### config.mk
export PLATFORM = sky130hd
export DESIGN_NAME = nbit_mx1_skid_mux
export DESIGN_NICKNAME = d
export VERILOG_FILES = /design/src/rtl/nbit_mx1_skid_mux_pkg.sv /design/src/rtl/nbit_mx1_skid_mux_mux.sv /design/src/rtl/nbit_mx1_skid_mux.sv
export SDC_FILE = /design/constraint.sdc
export NUM_CORES = 1
export LEC_CHECK = 0
export CAP_MARGIN = 20
export CORE_ASPECT_RATIO = 1.25
export CORE_UTILIZATION = 39
export CTS_BUF_LIST = sky130_fd_sc_hd__clkbuf_8
export DETAILED_ROUTE_END_ITERATION = 8
export PLACE_DENSITY = 0.8
export SETUP_SLACK_MARGIN = 0.1
export SYNTH_ARGS = -nofsm -noshare
export SYNTH_HDL_FRONTEND = slang
export SYNTH_HIERARCHICAL = 1
export SYNTH_SLANG_ARGS = --single-unit
### constraint.sdc
create_clock -name clk -period 1.4 [get_ports clk]
set_clock_uncertainty 0.2 [all_clocks]
set_input_delay 0.21 -clock clk [delete_from_list [all_inputs] [get_ports clk]]
set_output_delay 0.21 -clock clk [all_outputs]
set_load 0.01 [all_outputs]
### src/rtl/nbit_mx1_skid_mux_pkg.sv
// Shared constants for operand/forwarding source selection and the selector width helper.
package nbit_mx1_skid_mux_pkg;

    localparam int FWD_SRC_REG   = 0;
    localparam int FWD_SRC_EXMEM = 1;
    localparam int FWD_SRC_MEMWB = 2;
    localparam int FWD_SRC_IMM   = 3;

    // NOP-safe zero used to scrub data registers on reset and flush.
    localparam logic [31:0] DEFAULT_FLUSH_VAL = 32'h0000_0000;

    function automatic int sel_width(input int m);
        return (m > 1) ? $clog2(m) : 1;
    endfunction

endpackage

### src/rtl/nbit_mx1_skid_mux_mux.sv
// Pure combinational M:1 selector; an index with no matching source yields FLUSH_VAL.
module nbit_mx1_mux
    import nbit_mx1_skid_mux_pkg::*;
#(
    parameter int          N         = 32,
    parameter int          M         = 4,
    parameter logic [N-1:0] FLUSH_VAL = N'(DEFAULT_FLUSH_VAL),
    localparam int         SEL_W     = sel_width(M)
) (
    input  logic [M*N-1:0]   mux_inputs,
    input  logic [SEL_W-1:0] selection,
    output logic [N-1:0]     mux_out,
    output logic             sel_oob
);

    logic [N-1:0] src [M];

    genvar gi;
    generate
        for (gi = 0; gi < M; gi++) begin : g_unpack
            assign src[gi] = mux_inputs[gi*N +: N];
        end
    endgenerate

    // Equality scan instead of direct indexing keeps non-power-of-two M safe.
    always_comb begin
        mux_out = FLUSH_VAL;
        sel_oob = 1'b1;
        for (int k = 0; k < M; k++) begin
            if (selection == SEL_W'(k)) begin
                mux_out = src[k];
                sel_oob = 1'b0;
            end
        end
    end

endmodule

### src/rtl/nbit_mx1_skid_mux.sv
// M:1 selector feeding a valid/ready register stage with a one-entry skid buffer.
module nbit_mx1_skid_mux
    import nbit_mx1_skid_mux_pkg::*;
#(
    parameter int           N         = 32,
    parameter int           M         = 4,
    parameter logic [N-1:0] FLUSH_VAL = N'(DEFAULT_FLUSH_VAL),
    localparam int          SEL_W     = sel_width(M)
) (
    input  logic             clk,
    input  logic             rst,
    input  logic [M*N-1:0]   mux_inputs,
    input  logic [SEL_W-1:0] selection,
    input  logic             in_valid,
    output logic             in_ready,
    input  logic             flush,
    output logic [N-1:0]     mux_out,
    output logic             out_valid,
    input  logic             out_ready,
    output logic             sel_err
);

    logic [N-1:0] sel_word;
    logic         sel_oob;

    logic [N-1:0] out_q, out_d;
    logic         out_valid_q, out_valid_d;
    logic [N-1:0] skid_q, skid_d;
    logic         skid_valid_q, skid_valid_d;
    logic         in_ready_q, in_ready_d;
    logic         sel_err_q, sel_err_d;

    logic accept;
    logic out_load_en;

    nbit_mx1_mux #(
        .N         (N),
        .M         (M),
        .FLUSH_VAL (FLUSH_VAL)
    ) u_mux (
        .mux_inputs (mux_inputs),
        .selection  (selection),
        .mux_out    (sel_word),
        .sel_oob    (sel_oob)
    );

    assign accept      = in_valid & in_ready_q & ~flush;
    assign out_load_en = ~out_valid_q | out_ready;

    always_comb begin
        out_d        = out_q;
        out_valid_d  = out_valid_q;
        skid_d       = skid_q;
        skid_valid_d = skid_valid_q;
        sel_err_d    = sel_err_q | (accept & sel_oob);

        if (flush) begin
            out_d        = FLUSH_VAL;
            out_valid_d  = 1'b0;
            skid_d       = FLUSH_VAL;
            skid_valid_d = 1'b0;
        end else if (out_load_en) begin
            // in_ready is low whenever the skid is full, so the skid drain
            // and a new accept can never collide here.
            if (skid_valid_q) begin
                out_d        = skid_q;
                out_valid_d  = 1'b1;
                skid_valid_d = 1'b0;
            end else if (accept) begin
                out_d       = sel_word;
                out_valid_d = 1'b1;
            end else begin
                out_valid_d = 1'b0;
            end
        end else if (accept) begin
            skid_d       = sel_word;
            skid_valid_d = 1'b1;
        end

        in_ready_d = ~skid_valid_d;
    end

    always_ff @(posedge clk or negedge rst) begin
        if (!rst) begin
            out_q        <= FLUSH_VAL;
            out_valid_q  <= 1'b0;
            skid_q       <= FLUSH_VAL;
            skid_valid_q <= 1'b0;
            in_ready_q   <= 1'b1;
            sel_err_q    <= 1'b0;
        end else begin
            out_q        <= out_d;
            out_valid_q  <= out_valid_d;
            skid_q       <= skid_d;
            skid_valid_q <= skid_valid_d;
            in_ready_q   <= in_ready_d;
            sel_err_q    <= sel_err_d;
        end
    end

    assign mux_out   = out_q;
    assign out_valid = out_valid_q;
    assign in_ready  = in_ready_q;
    assign sel_err   = sel_err_q;

endmodule

==> results <==
-- what timing repair did --
action                                 in CTS  in global routing
endpoints found under the hold margin      68                  0
pin swaps                                  11                  1
gates cloned                                4                  1
setup endpoints to repair                 101                 99
hold buffers                                1                  0
resized for setup                         171                 24
buffers inserted                           13                 18
-- per-stage QoR --
step                instances  TNS (ns)  total power [mW]  worst slack, ns
global placement          521    -19.96              3.35           -0.345
detailed placement        521    -22.00              3.38           -0.372
finish                    573     -8.01              5.03           -0.152
floorplan                 234     -4.73              2.68          -0.0975
global route              573    -11.00              5.25           -0.202
CTS                       554     -7.43              4.92           -0.140
-- state kept, by name, indices dropped and copies added (netlist names) --
| signal | flops |
|---|---|
| mux_out | 32 |
| skid_q | 32 |
| in_ready | 1 |
| out_valid | 1 |
| sel_err | 1 |
| skid_valid_q | 1 |
-- cell families (layout without fill, tap and decap cells) --
family | after synthesis | in the layout | share of synthesized area
muxes | 64 | 64 | 0.290
and+or+nand+nor | 5 | 5 | 0.0107
other | 1 | 1 | 0.00104
AOI/OAI and AO/OA | 70 | 72 | 0.169
DFF | 68 | 68 | 0.470
buffers and inverters | 26 | 243 | 0.0594
-- routing by layer --
| metal | up-vias | track usage | part of all wire |
|---|---|---|---|
| li1 | 1389 | - | - |
| met1 | 1581 | 0.295 | 0.40 |
| met2 | 121 | 0.402 | 0.53 |
| met3 | 4 | 0.0601 | 0.060 |
| met4 | 0 | 0.0645 | 0.0059 |
| met5 | - | 0 | 0 |
-- final cells by class --
type,instances,area [um^2]
inverters,2,7.51
multi-input cells,142,1910
fillers,638,2660
clock buffers,13,179
repair buffers,226,2220
clock inverters,2,8.76
flip-flops and latches,68,1700
well taps,120,150
-- power groups by stage --
stage	combinational, mW	clock [mW]	sequential (mW)
after global routing	1.46	1.64	2.15
after global placement	1.18	0	2.17
after floorplan	0.489	0	2.20
final	1.37	1.52	2.14
after CTS	1.26	1.54	2.13
after detailed placement	1.22	0	2.17
-- critical path: stages, from the launching register on --
cell       delay (ns)
dfstp_2          0.58
a21o_1           0.22
nand3_4          0.14
buf_12           0.18
o2bb2ai_1        0.14
-- placed cells by master, fill, tap and decap left out --
master | netlist | layout
dfrtp_2 | 0 | 1
dfstp_2 | 1 | 1
buf_16 | 0 | 2
mux2i_1 | 32 | 32
dlygate4sd3_1 | 0 | 1
o2bb2ai_4 | 0 | 2
buf_4 | 7 | 36
clkbuf_16 | 0 | 1
dfrtp_1 | 67 | 66
or3_1 | 1 | 1
a21o_1 | 1 | 1
buf_6 | 4 | 20
buf_8 | 0 | 1
inv_1 | 1 | 2
clkdlybuf4s50_1 | 0 | 131
a41o_1 | 1 | 1
buf_12 | 3 | 9
nor3_4 | 0 | 1
clkinv_2 | 0 | 1
o21a_4 | 0 | 3
a21oi_4 | 1 | 1
buf_2 | 10 | 25
a21oi_2 | 0 | 1
mux4_2 | 30 | 32
a22o_1 | 32 | 32
nand2_4 | 0 | 1
a21oi_1 | 2 | 1
o2bb2ai_1 | 32 | 12
conb_1 | 1 | 1
o2bb2ai_2 | 0 | 18
inv_2 | 1 | 1
nand2b_4 | 1 | 1
clkbuf_8 | 0 | 13
nand3_4 | 0 | 1
-- final timing paths --
check                         endpoint  cells after the start         start  slack (ns)
max reg2reg                mux_out[27]                      4      in_ready       -0.15
min reg2reg                mux_out[18]                      1   mux_out[18]        0.29
min in group clk            skid_q[31]                      3  selection[0]        0.25
max                        mux_out[27]                      4      in_ready       -0.15
max in group asynchronous     in_ready                      3           rst        0.46
min                         mux_out[3]                      3           rst        0.21
==> metrics.md <==
| Metric | Value |
|---|---|
| Status | finished, violations left |
| Failing checks | setup timing |
| Crit path max fanout | 14 |
| Die W | 88.2 um |
| Std cell rows | 38 |
| Power Internal | 3.73 mW |
| Tot GR Track Use | 0.236 |
| Dominant cells by area after synthesis | dfrtp_1 (46%), mux4_2 (19%), mux2i_1 (8.8%) |
| Min Tclk post-route | 1.55 ns |
| H-tree depth | 3 |
| Total Routed Length | 11,100 um |
| Root Driver | clkbuf_8 |
| Final setup fails | 67 |
| Clk Latency, worst-skew pair | 0.34 ns |
| Gpl congestion | 0.746 |
| Mapped cell area | 3620 um^2 |
| Max Clock Freq | 644 MHz |
| Worst setup EP type | register |
| Antenna Nets Post-Route | 0 |
| Detail Placement HPWL | 7390 um |
| Most numerous cell in the Yosys netlist | dfrtp_1 |
| Fin crit share | 1.11 |
| Sequential-to-total area share from yosys stat | 0.470 |
| Ant diodes | 0 |
| Max Cap Viol | 0 |
| Combinational power share | 0.273 |
| Post-route setup slack | -0.152 ns |
| Number of flops mapped to enable cells by yosys | 0 |
| Worst Path Arrival | 1.62 ns |
| Sw Pwr | 1.30 mW |
| Num ports | 170 |
| Worst EP required | 1.46 ns |
| Die ar. | 9680 um^2 |
| Worst setup SP type | register |
| Final core occ | 0.699 |
| HP Class | input port to async pin |
| Synthesis-to-layout area growth | 70.7% |
| Routed vias | 3,095 |
| Fin. max-slew vios | 0 |
| Wire per inst | 19.4 um |
| Mapped Cells | 234 |
| Vias per cell | 5.40 |
| Design area | 6180 um^2 |
| Clock sinks | 68 |
| CTS buffer count | 9 |
| Power Density | 815 nW/um^2 |
| Share of the synthesized area in the top cell type | 0.463 |
| Switch share | 0.258 |
| Ys flop type | dfrtp_1 |
| Synth Area per Inst | 15.5 um^2 |
| Drt drc | 0 |
| Antenna violations before repair | 0 |
| Cell Area, Placed | 5530 um^2 |
| Sequential share of power | 0.424 |
| Ys async rst share | 1.00 |
| Vias in the first global route | 3,239 |
| RSZ-0062 raised after global routing | yes |
| First-pass GRT wire length | 16,700 um |
| Syn. warnings | 6 |
| Hold_ws | 0.213 ns |
| Area of the core | 8840 um^2 |
| Static Leak | 2.62 nW |
| Yosys reg bits | 68 |
| CTS tree | built |
| Largest net degree at the start of global routing | 69 |
| 1st-iter DRT viols | 180 |
| Fraction of layout cells with a size suffix above 1 | 0.380 |
| PortBufs | 169 |
| Initial Utilization | 0.409 |
| Die H | 110 um |
| Unique cell type count in the Yosys netlist | 24 |
| Max IR drop VDD | 0.491 mV |
| Syn Nets | 369 |
| Yosys top cell by area | dfrtp_1 |
| Global route total overflow | 0 |
| CP Class | register to register |
| Final hold violations | 0 |
| Clock Power Share | 0.303 |
| Reg clk slew, reported paths | 0.07 ns |
| Pre-Repair DR Iteration Count | 4 |
| NumNets Final | 584 |
| Most frequent cells after synthesis | dfrtp_1 (67), a22o_1 (32), mux2i_1 (32), o2bb2ai_1 (32), mux4_2 (30) |
| Bufs on Longest Clock Path | 2 |
Note: power is estimated with default switching activity, not from simulation.
